$ cat src/rtl/dma_rd_streamer.sv
// Read-side descriptor streamer: splits one (addr, bytes) descriptor
// into AXI INCR read-burst requests bounded by MAX_BEATS and 4 KB pages.
module dma_rd_streamer #(
  parameter int ADDR_W    = 32,
  parameter int DATA_W    = 32,
  parameter int MAX_BEATS = 16
) (
  input  logic                clk,
  input  logic                rst,
  input  logic                dma_start_i,
  input  logic                dma_abort_i,
  input  logic [ADDR_W-1:0]   src_addr_i,
  input  logic [31:0]         num_bytes_i,
  output logic                req_valid_o,
  input  logic                req_ready_i,
  output logic [ADDR_W-1:0]   req_addr_o,
  output logic [7:0]          req_alen_o,
  output logic [2:0]          req_size_o,
  output logic [DATA_W/8-1:0] req_strb_o,
  output logic                busy_o,
  output logic                done_o
);

  localparam int BYTES = DATA_W / 8;
  localparam int LB    = $clog2(BYTES);

  localparam logic [12:0]       MAX_B  = 13'(MAX_BEATS);
  localparam logic [ADDR_W-1:0] A_MASK = ~ADDR_W'(BYTES - 1);

  typedef enum logic [1:0] {
    IDLE,
    DISPATCH,
    TAIL,
    DONE
  } state_t;

  state_t            state_q, state_d;
  logic [ADDR_W-1:0] addr_q, addr_d;
  logic [31:0]       beats_q, beats_d;
  logic [LB-1:0]     tail_q, tail_d;
  logic              zl_q, zl_d;

  logic [12:0]       room;
  logic [12:0]       beats_cap;
  logic [12:0]       n_min;
  logic [12:0]       n;
  logic [ADDR_W-1:0] step;
  logic [31:0]       start_beats;
  logic              hs;

  // Beats left before the next 4 KB page (addr_q is beat aligned).
  assign room = (13'd4096 - {1'b0, addr_q[11:0]}) >> LB;

  assign beats_cap = (beats_q > 32'd4096) ? 13'd4096
                                          : beats_q[12:0];

  assign n_min = (beats_cap < MAX_B) ? beats_cap : MAX_B;
  assign n     = (room < n_min) ? room : n_min;
  assign step  = ADDR_W'(n) << LB;

  assign start_beats = num_bytes_i >> LB;
  assign hs          = req_valid_o & req_ready_i;
  assign req_size_o  = 3'(LB);

  always_comb begin
    state_d     = state_q;
    addr_d      = addr_q;
    beats_d     = beats_q;
    tail_d      = tail_q;
    zl_d        = zl_q;
    req_valid_o = 1'b0;
    req_addr_o  = '0;
    req_alen_o  = '0;
    req_strb_o  = '0;
    busy_o      = (state_q != IDLE);
    done_o      = 1'b0;

    unique case (state_q)
      IDLE: begin
        if (dma_start_i) begin
          addr_d  = src_addr_i & A_MASK;
          beats_d = start_beats;
          tail_d  = num_bytes_i[LB-1:0];
          zl_d    = 1'b0;
          if (start_beats != '0) begin
            state_d = DISPATCH;
          end else if (num_bytes_i[LB-1:0] != '0) begin
            state_d = TAIL;
          end else begin
            state_d = DONE;
            zl_d    = 1'b1;
          end
        end
      end

      DISPATCH: begin
        req_valid_o = 1'b1;
        req_addr_o  = addr_q;
        req_alen_o  = 8'(n - 13'd1);
        req_strb_o  = '1;
        if (hs) begin
          addr_d  = addr_q + step;
          beats_d = beats_q - 32'(n);
          if (beats_d == '0) begin
            state_d = (tail_q != '0) ? TAIL : DONE;
          end
        end
      end

      TAIL: begin
        req_valid_o = 1'b1;
        req_addr_o  = addr_q;
        req_strb_o  = ~({BYTES{1'b1}} << tail_q);
        if (hs) begin
          state_d = DONE;
        end
      end

      DONE: begin
        // A zero-length descriptor lingers one extra busy cycle.
        if (zl_q) begin
          zl_d = 1'b0;
        end else begin
          done_o  = 1'b1;
          state_d = IDLE;
        end
      end

      default: begin
        state_d = IDLE;
      end
    endcase

    if (dma_abort_i) begin
      state_d = IDLE;
      zl_d    = 1'b0;
    end
  end

  always_ff @(posedge clk) begin
    if (rst) begin
      state_q <= IDLE;
      addr_q  <= '0;
      beats_q <= '0;
      tail_q  <= '0;
      zl_q    <= 1'b0;
    end else begin
      state_q <= state_d;
      addr_q  <= addr_d;
      beats_q <= beats_d;
      tail_q  <= tail_d;
      zl_q    <= zl_d;
    end
  end

endmodule

$ cat config.mk
export PLATFORM = sky130hd
export DESIGN_NAME = dma_rd_streamer
export DESIGN_NICKNAME = d
export VERILOG_FILES = /design/src/rtl/dma_rd_streamer.sv
export SDC_FILE = /design/constraint.sdc
export NUM_CORES = 1
export LEC_CHECK = 0
export CAP_MARGIN = 5
export CORE_ASPECT_RATIO = 1.75
export CORE_MARGIN = 2
export CORE_UTILIZATION = 34
export DETAILED_ROUTE_END_ITERATION = 10
export GPL_TIMING_DRIVEN = 0
export HOLD_SLACK_MARGIN = 0.15
export PLACE_DENSITY_LB_ADDON = 0.05
export SLEW_MARGIN = 20
export SYNTH_ARGS = -nofsm -noshare
export SYNTH_HDL_FRONTEND = slang
export SYNTH_SLANG_ARGS = --single-unit
$ cat constraint.sdc
create_clock -name clk -period 11.9 [get_ports clk]
set_input_delay 1.785 -clock clk [delete_from_list [all_inputs] [get_ports clk]]
set_output_delay 1.785 -clock clk [all_outputs]
set_load 0.1 [all_outputs]
==> results of run 1 <==
[Yosys cell counts, types with 10 or more instances]
cell type / instances
a2111oi_0: 10
a211oi_1: 26
a21oi_1: 70
a31oi_1: 15
and2_1: 37
clkbuf_1: 50
dfxtp_1: 67
ha_1: 32
inv_1: 33
mux2i_1: 14
nand2_1: 102
nand3_1: 28
nand4_1: 10
nor2_1: 106
nor3_1: 46
nor4_1: 26
o211ai_1: 10
o21a_1: 14
o21ai_0: 62
o22ai_1: 10
or3_1: 12
xnor2_1: 27
xor2_1: 10
[path summary, 6_finish.rpt]
kind / to / from / slack [ps] / cells past startpoint
hold / removal: tail_q[0] / tail_q[0] / 500 / 2
setup / recovery: req_alen_o[6] / beats_q[22] / 2310 / 18
setup reg to reg: state_q[1] / beats_q[22] / 3080 / 27
hold reg to reg: tail_q[0] / tail_q[0] / 500 / 2
[cell families after synthesis]
| kind of cell | count (synthesis) |
|---|---|
| AO/OA/AOI/OAI | 320 |
| XOR/XNOR | 37 |
| adder cells (fa/ha/maj) | 35 |
| buffers and inverters | 99 |
| flip-flops | 67 |
| multiplexers | 17 |
| other | 2 |
| AND/OR/NAND/NOR | 423 |
[worst max-delay path, cell delays in order, from the launching register on]
cell	delay (ps)
dfxtp_1	380
or4_4	580
or4_1	400
buf_2	210
nor3_4	270
buf_2	300
nand2_1	150
ha_1	350
and4_1	260
nor4b_1	790
o41ai_4	320
buf_6	240
nand2_1	340
o21ai_1	310
or3_1	490
nor3_1	540
o21ai_0	180
a21oi_1	170
clkdlybuf4s50_1	1150
[area by class of cell]
| cell class | instances | area [um2] |
|---|---|---|
| plain buffers | 64 | 272.8 |
| inverters | 35 | 131.4 |
| clock buffers | 11 | 232.7 |
| flip-flops and latches | 67 | 1341 |
| well taps | 248 | 310.3 |
| multi-input cells | 847 | 5328 |
| repair buffers | 110 | 1101 |
| fillers | 2179 | 11550 |
| clock inverters | 3 | 17.52 |
[registers in the layout, summed over array words and instances, names as in the netlist]
| name | flops |
|---|---|
| state_q | 2 |
| zl_q | 1 |
| beats_q | 32 |
| addr_q | 30 |
| tail_q | 2 |
[per-stage QoR]
step / utilization / hold slack (ps) / power [W]
2_1_floorplan: - / 459.1 / 0.001373
3_3_place_gp: 0.4180 / 487.1 / 0.001822
3_5_place_dp: 0.4180 / 494.6 / 0.001818
4_1_cts: 0.4303 / 502.3 / 0.002068
5_1_grt: 0.4305 / 538.3 / 0.002230
6_report: 0.4305 / 502.6 / 0.002095
[cell usage in the layout (no fill, tap or decap), types with 14 or more instances in the layout]
master             n
nand3_1           28
nand2_1          102
conb_1            15
a21oi_1           69
ha_1              32
nor3_1            46
and2_1            37
a31oi_1           15
dfxtp_1           67
nor4_1            26
a211oi_1          26
xnor2_1           27
clkdlybuf4s50_1  110
nor2_1           106
clkbuf_1          52
inv_1             33
mux2i_1           14
o21ai_0           62
o21a_1            14
[metal layers]
layer | part of all wire | GRT usage | wire, um
met5 | 0 | 0 | 0
met4 | 0.080 | 0.2154 | 2616
met3 | 0.041 | 0.03251 | 1353
met2 | 0.53 | 0.5507 | 17340
met1 | 0.35 | 0.2898 | 11530
[report_power, final]
part | internal [W] | leakage (nW) | switching, W | total [W]
logic | 0.000504 | 2.52 | 0.00102 | 0.00153
registers | 0.000268 | 0.554 | 0.0000562 | 0.000324
clock network | 0.000138 | 0.121 | 0.000108 | 0.000246
==> impl_metrics.env, run 1 <==
export IMPL_run_status="completed"
export IMPL_fp_dieH_um=194.1
export IMPL_synthXorXnorAreaFrac=0.04616
export IMPL_yosys_warnings=0
export IMPL_drive_gt1_frac=0.05101
export IMPL_critPathLaunchType="flip-flop"
export IMPL_avgViaCountPerCell=5.971
export IMPL_dpl_hpwl_um=26480
export IMPL_drt_iter0_drc=543
export IMPL_cts_setup_buffers=0
export IMPL_cts_hold_buf=0
export IMPL_fin_crit_sh=0.8058
export IMPL_cts_buffers=9
export IMPL_hold_viol=0
export IMPL_synth_edf_count=0
export IMPL_grt_pass1_wl_um=48770
export IMPL_end_kind="output port"
export IMPL_worstMarginPinSlew_ps=1019
export IMPL_antenna_found_initial=0
export IMPL_netlist_top_cells_area="dfxtp_1 (19%), ha_1 (5.7%), nor2_1 (5.7%)"
export IMPL_yosysTopAreaCell="dfxtp_1"
export IMPL_synthArstFlopShare=0
export IMPL_ant_nets=0
export IMPL_synth_compound_area_frac=0.3178
export IMPL_slew_viol_final=0
export IMPL_leakagePower_nw=3.194
export IMPL_min_path_type="flip-flop to flip-flop"
export IMPL_clock_path_buffers=2
export IMPL_ys_ff_latch=67
export IMPL_vias=8270
export IMPL_grt_max_degree=11
export IMPL_syn_area_per_cell_um2=7.020
export IMPL_crit_type="flip-flop to output port"
export IMPL_worstPathArrival_ps=7800
export IMPL_netlist_instances=1000
export IMPL_area_delta_synth_final_pct=24.42
export IMPL_io_buffers=110
export IMPL_power_density_nw_per_um2=239.8
export IMPL_crit_fanout=10
export IMPL_fin_ws_ps=2311
export IMPL_cts_tree="yes"
export IMPL_gr_total_overflow=0
export IMPL_routed_wl_um=32840
export IMPL_cts_root_buf="clkbuf_16"
export IMPL_grt_use_total=0.2938
export IMPL_nNetsFinal=1235
export IMPL_timing_fmax_mhz=104.3
export IMPL_insertion_delay_ps=350
export IMPL_setup_viol=0
export IMPL_post_cts_resized=0
export IMPL_ir_drop_v=0.0001440
export IMPL_dp_cells=1371
export IMPL_rsz0062_at_grt="false"
export IMPL_cts_sinks=67
export IMPL_ios=119
export IMPL_netlist_area_leader_share=0.1911
export IMPL_synth_top_family_by_area="compound AO/OA/AOI/OAI gates"
export IMPL_firstDrtPassIters=5
export IMPL_globalplace_congestion=0.9893
export IMPL_grt_pass1_vias=8326
export IMPL_period_needed_ps=9589
export IMPL_row_count=69
export IMPL_dp_slack_ps=2796
export IMPL_synth_fa_ha_area_frac=0.06131
export IMPL_finClkSkew_ps=9.234
export IMPL_cts_htree_levels=3
export IMPL_ys_types=97
export IMPL_fin_tns_setup_ps=0
export IMPL_fin_cells=1385
export IMPL_cap_violations=0
export IMPL_core_area_um2=20290
export IMPL_yosysSeqAreaShare=0.1911
export IMPL_placed_area_um2=8481
export IMPL_muxShareOfSynthArea=0.02477
export IMPL_final_area_um2=8735
export IMPL_required_ps=10120
export IMPL_synth_main_ff_cell="dfxtp_1"
export IMPL_slew_headroom=0.3183
export IMPL_post_route_drc_count=0
export IMPL_synth_simple_area_share=0.3003
export IMPL_wire_per_inst_um=23.71
export IMPL_netlist_area_um2=7020
export IMPL_fp_dieW_um=112.6
export IMPL_initial_core_util=0.3460
export IMPL_path_clk_slew_ps=60
export IMPL_die_area_um2=21860
export IMPL_antenna_cells=0
Note: power is estimated with default switching activity, not from simulation.
==> run 2, diff against run 1 <==
- clock period: 11.9 -> 9.5 ns (I/O delays scaled with it)
==> run 2 against run 1 <==
Effect of this change: sequential share of layout area about the same; first-iteration DRC count unchanged; cell area about the same; core utilization about the same; global-route usage unchanged; hold slack unchanged; critical path depth unchanged; via count about the same; largest cell class unchanged; count of clock-buffer cells in the layout unchanged; die area unchanged; register-to-register slack worse by 2400 ps.
==> impl_metrics.env, run 2 (synthesis gave the netlist of run 1 again) <==
export IMPL_regMostFlops="beats_q"
export IMPL_grt_use_total=0.2938
export IMPL_period_needed_ps=9109
export IMPL_fin_crit_sh=0.9588
export IMPL_cts_hold_buf=0
export IMPL_core_area_um2=20290
export IMPL_row_count=69
export IMPL_rsz0062_at_grt="false"
export IMPL_finClkSkew_ps=8.766
export IMPL_cpMaxStageDelayCell="clkdlybuf4s50_1"
export IMPL_crit_chain="or4_4 -> or4_1 -> buf_2 -> nor3_4 -> buf_2 -> nand2_1 -> ha_1 -> and4_1 -> nor4b_1 -> o41ai_4 -> buf_6 -> nand2_1 -> o21ai_1 -> or3_1 -> nor3_1 -> xor2_1 -> nor2_1 -> clkdlybuf4s50_1"
export IMPL_routed_wl_um=32840
export IMPL_grt_pass1_vias=8326
export IMPL_clock_path_buffers=2
export IMPL_avgViaCountPerCell=5.972
export IMPL_reg_top3="beats_q x32, addr_q x30"
export IMPL_drt_iter0_drc=543
export IMPL_required_ps=8080
export IMPL_critPathMaxStageDelay_ps=1140
export IMPL_fin_tns_setup_ps=0
export IMPL_power_density_nw_per_um2=300.4
export IMPL_cts_root_buf="clkbuf_16"
export IMPL_dpl_hpwl_um=26480
export IMPL_end_kind="output port"
export IMPL_firstDrtPassIters=5
export IMPL_antenna_cells=0
export IMPL_globalplace_congestion=0.9893
export IMPL_crit_type="flip-flop to output port"
export IMPL_run_status="completed"
export IMPL_slew_headroom=0.3183
export IMPL_cts_tree="yes"
export IMPL_insertion_delay_ps=340
export IMPL_cts_buffers=9
export IMPL_leakagePower_nw=3.212
export IMPL_final_core_util=0.4307
export IMPL_vias=8271
export IMPL_die_area_um2=21860
export IMPL_crit_fanout=10
export IMPL_initial_core_util=0.3460
export IMPL_area_delta_synth_final_pct=24.45
export IMPL_timing_fmax_mhz=109.8
export IMPL_min_path_type="flip-flop to flip-flop"
export IMPL_ant_nets=0
export IMPL_largest_reg_flops=32
export IMPL_post_route_drc_count=0
export IMPL_grt_pass1_wl_um=48770
export IMPL_ios=119
export IMPL_fp_dieW_um=112.6
export IMPL_hold_slack_ps=502.6
export IMPL_worstPathArrival_ps=7680
export IMPL_gr_total_overflow=0
export IMPL_cts_htree_levels=3
export IMPL_ir_drop_v=0.0001805
export IMPL_critPathLaunchType="flip-flop"
export IMPL_cts_sinks=67
export IMPL_nNetsFinal=1235
export IMPL_setup_viol=0
export IMPL_hold_viol=0
export IMPL_fp_dieH_um=194.1
export IMPL_cts_setup_buffers=0
export IMPL_slew_viol_final=0
export IMPL_drive_gt1_frac=0.05101
export IMPL_cap_violations=0
export IMPL_wire_per_inst_um=23.71
export IMPL_antenna_found_initial=0
export IMPL_io_buffers=110
export IMPL_path_clk_slew_ps=60
export IMPL_grt_max_degree=11
export IMPL_worstMarginPinSlew_ps=1019
export IMPL_total_power_w=0.002625
export IMPL_final_cell_mix="clkdlybuf4s50_1 (109), nor2_1 (106), nand2_1 (102)"
export IMPL_final_common_cell="clkdlybuf4s50_1"
-- run 2: area by class of cell --
cell class | count | area [um2]
buffer | 64 | 272.8
tap | 248 | 310.3
fill | 2178 | 11550
inverter | 35 | 131.4
sequential | 67 | 1341
multi-input combinational | 847 | 5328
timing repair buffer | 110 | 1104
clock buffer | 11 | 232.7
clock inverter | 3 | 17.52
-- run 2: path summary, 6_finish.rpt --
kind | cells past startpoint | slack [ps] | end | startpoint
worst min-delay path | 2 | 500 | tail_q[0] | tail_q[0]
worst min register to register | 2 | 500 | tail_q[0] | tail_q[0]
worst max register to register | 27 | 700 | state_q[1] | beats_q[22]
worst max-delay path | 18 | 390 | req_alen_o[5] | beats_q[22]
-- run 2: metal layers --
| layer | GRT usage | wire [um] |
|---|---|---|
| met5 | 0 | 0 |
| met4 | 0.2154 | 2600 |
| met3 | 0.03251 | 1321 |
| met2 | 0.5507 | 17350 |
| met1 | 0.2898 | 11570 |
-- run 2: through the flow --
| stage | std cells | instance area (um2) | worst slack [ps] |
|---|---|---|---|
| after floorplan | 1013 | 7069 | 1888 |
| after global placement | 1371 | 8481 | 710.8 |
| after detailed placement | 1371 | 8481 | 755.6 |
| after CTS | 1385 | 8731 | 356.1 |
| after global routing | 1385 | 8737 | 68.76 |
| final | 1385 | 8737 | 391.2 |
-- run 2: report_power, final --
part           leakage (nW)  switching, W  internal [W]  total [W]
logic                  2.54       0.00128      0.000631    0.00191
registers             0.554     0.0000704      0.000335   0.000406
clock network         0.121      0.000134      0.000173   0.000308
total                  3.21       0.00148       0.00114    0.00262
-- run 2: critical path, delay by kind of cell, from the launching register on --
| kind | cells | cell delay (ps) |
|---|---|---|
| AND/OR/NAND/NOR | 10 | 3930 |
| buffers and inverters | 4 | 1890 |
| adder cells (fa/ha/maj) | 1 | 350 |
| flip-flops | 1 | 380 |
| XOR/XNOR | 1 | 130 |
| AO/OA/AOI/OAI | 2 | 630 |
-- run 2: timing repair --
action	CTS	global route
hold endpoints to repair	0	0
setup endpoints to repair	0	1
resized for setup	0	1
==> run 3, diff against run 2 <==
- ABC_AREA: not set -> 1
==> run 3 against run 2 <==
Effect of this change: sequential share of layout area shrank 0.53 points; sequential cell count did not move; total power down 14%; highest routed layer unchanged; largest power group unchanged; non-clock buffer count fell by 16; clock power is 18% higher; critical path type unchanged; count of clock-buffer cells in the layout shrank 2.
==> impl_metrics.env, run 3 <==
export IMPL_fin_tns_setup_ps=0
export IMPL_final_cell_mix="nand2_1 (331), nor2_1 (178), inv_1 (170)"
export IMPL_grt_use_total=0.2662
export IMPL_netlist_instances=1267
export IMPL_nNetsFinal=1503
export IMPL_dpl_hpwl_um=24800
export IMPL_ant_nets=0
export IMPL_netlist_top_cells_area="dfxtp_1 (18%), nand2_1 (17%), nor2_1 (9.2%)"
export IMPL_required_ps=8080
export IMPL_reg_top3="beats_q x32, addr_q x30"
export IMPL_clock_path_buffers=2
export IMPL_critical_path_top_delay_family="simple AND/OR/NAND/NOR gates"
export IMPL_cpMaxStageDelayCell="clkdlybuf4s50_1"
export IMPL_hold_viol=0
export IMPL_ir_drop_v=0.0001047
export IMPL_setup_viol=0
export IMPL_netlist_area_um2=7272
export IMPL_grt_pass1_wl_um=45450
export IMPL_timing_fmax_mhz=148.4
export IMPL_critPathLaunchType="flip-flop"
export IMPL_avgViaCountPerCell=5.128
export IMPL_yosysTopAreaCell="dfxtp_1"
export IMPL_final_common_cell="nand2_1"
export IMPL_period_needed_ps=6737
export IMPL_final_area_um2=9049
export IMPL_cpMostUsedCell="nor2_1"
export IMPL_end_kind="output port"
export IMPL_dp_cells=1643
export IMPL_ys_types=51
export IMPL_ys_ff_latch=67
export IMPL_rsz0062_at_grt="false"
export IMPL_area_delta_synth_final_pct=24.43
export IMPL_ys_top_cells_by_count="nand2_1 (331), nor2_1 (178), inv_1 (170)"
export IMPL_fp_dieW_um=114.6
export IMPL_cts_hold_buf=0
export IMPL_fin_crit_sh=0.7091
export IMPL_synthArstFlopShare=0
export IMPL_synth_main_ff_cell="dfxtp_1"
export IMPL_post_cts_resized=0
export IMPL_antenna_cells=0
export IMPL_insertion_delay_ps=360
export IMPL_cts_sinks=67
export IMPL_firstDrtPassIters=5
export IMPL_slew_viol_final=0
export IMPL_path_clk_slew_ps=70
export IMPL_wire_per_inst_um=17.97
export IMPL_row_count=70
export IMPL_placed_area_um2=8747
export IMPL_crit_type="flip-flop to output port"
export IMPL_vias=8508
export IMPL_path_buf_inv=5
export IMPL_regMostFlops="beats_q"
export IMPL_grt_pass1_vias=8653
export IMPL_cts_tree="yes"
export IMPL_slew_headroom=0.3038
export IMPL_routed_wl_um=29820
export IMPL_cts_root_buf="clkbuf_16"
export IMPL_yosys_warnings=0
export IMPL_netlist_area_leader_share=0.1844
export IMPL_leakagePower_nw=4.156
export IMPL_grt_max_degree=14
export IMPL_initial_core_util=0.3474
export IMPL_drive_gt1_frac=0.07463
export IMPL_yosysSeqAreaShare=0.1844
export IMPL_antenna_found_initial=0
export IMPL_fin_cells=1659
export IMPL_synth_edf_count=0
export IMPL_io_buffers=111
export IMPL_post_route_drc_count=0
export IMPL_cap_violations=0
export IMPL_fp_dieH_um=197.5
export IMPL_ios=119
export IMPL_min_path_type="flip-flop to flip-flop"
export IMPL_worstMarginPinSlew_ps=1041
export IMPL_finClkSkew_ps=14.61
export IMPL_run_status="completed"
export IMPL_gr_total_overflow=0
export IMPL_syn_area_per_cell_um2=5.740
export IMPL_total_power_w=0.002254
export IMPL_core_area_um2=20930
export IMPL_critPathMaxStageDelay_ps=1160
export IMPL_cts_htree_levels=3
export IMPL_cts_setup_buffers=0
export IMPL_power_density_nw_per_um2=249.1
export IMPL_cts_buffers=9
export IMPL_globalplace_congestion=0.9196
export IMPL_drt_iter0_drc=423
export IMPL_die_area_um2=22620
export IMPL_worstPathArrival_ps=5310
export IMPL_largest_reg_flops=32
export IMPL_synth_most_common_cell="nand2_1"
export IMPL_crit_fanout=8
==> run 3: changes by cell type in the layout (fill, tap and decap cells not counted), moves of 25 or more <==
| cell | change |
|---|---|
| a21oi_1 | +28 |
| inv_1 | +137 |
| nand3_1 | +30 |
| and2_1 | -37 |
| nor2_1 | +72 |
| nand2_2 | +25 |
| nand2_1 | +229 |
==> run 3: per-stage QoR <==
step	setup WS, ps	utilization	hold WS [ps]
3_5_place_dp	3156	0.4179	479.8
2_1_floorplan	3158	-	458.4
3_3_place_gp	3140	0.4179	468.0
6_report	2763	0.4323	488.2
4_1_cts	2755	0.4323	490.6
5_1_grt	2327	0.4323	504.9
==> run 3: worst paths after layout <==
check              startpoint             to  slack [ps]  depth (start not counted)
setup reg to reg  beats_q[18]     state_q[1]        3920                         34
hold reg to reg    addr_q[12]     addr_q[12]         490                          2
hold / removal     addr_q[12]     addr_q[12]         490                          2
setup / recovery  beats_q[18]  req_alen_o[7]        2760                         26
==> run 3: tightest hold or removal path, stage by stage, from the launching register on <==
cell and delay (ps):
dfxtp_1 320, nand2_1 60, a21oi_1 50
==> run 3: power breakdown <==
group | leakage, nW | switching (W) | total (W) | internal [W]
registers | 0.552 | 0.0000562 | 0.000377 | 0.000320
logic | 3.46 | 0.00105 | 0.00151 | 0.000463
clock network | 0.142 | 0.000158 | 0.000364 | 0.000206
total | 4.16 | 0.00126 | 0.00225 | 0.000989
==> run 3: cell families after synthesis <==
| logic type | after synthesis | synth area share |
|---|---|---|
| AND/OR/NAND/NOR | 705 | 0.4381 |
| buffers and inverters | 225 | 0.1218 |
| AO/OA/AOI/OAI | 204 | 0.1610 |
| flip-flops | 67 | 0.1844 |
| XOR/XNOR | 32 | 0.03854 |
| adder cells (fa/ha/maj) | 32 | 0.05506 |
| other | 2 | 0.001033 |
==> run 3: final cells by class <==
class,count,area (um2)
fill,2366,11880
multi-input combinational,988,5094
sequential,67,1341
timing repair buffer,111,1111
inverter,178,668.1
tap,252,315.3
clock buffer,9,225.2
buffer,47,217.7
clock inverter,7,76.32
==> run 3: layer usage <==
| metal | global-route usage | wire, um | share of wire |
|---|---|---|---|
| met1 | 0.2563 | 10780 | 0.36 |
| met2 | 0.5236 | 16240 | 0.54 |
| met3 | 0.03713 | 1148 | 0.039 |
| met4 | 0.1495 | 1648 | 0.055 |
| met5 | 0 | 0 | 0 |
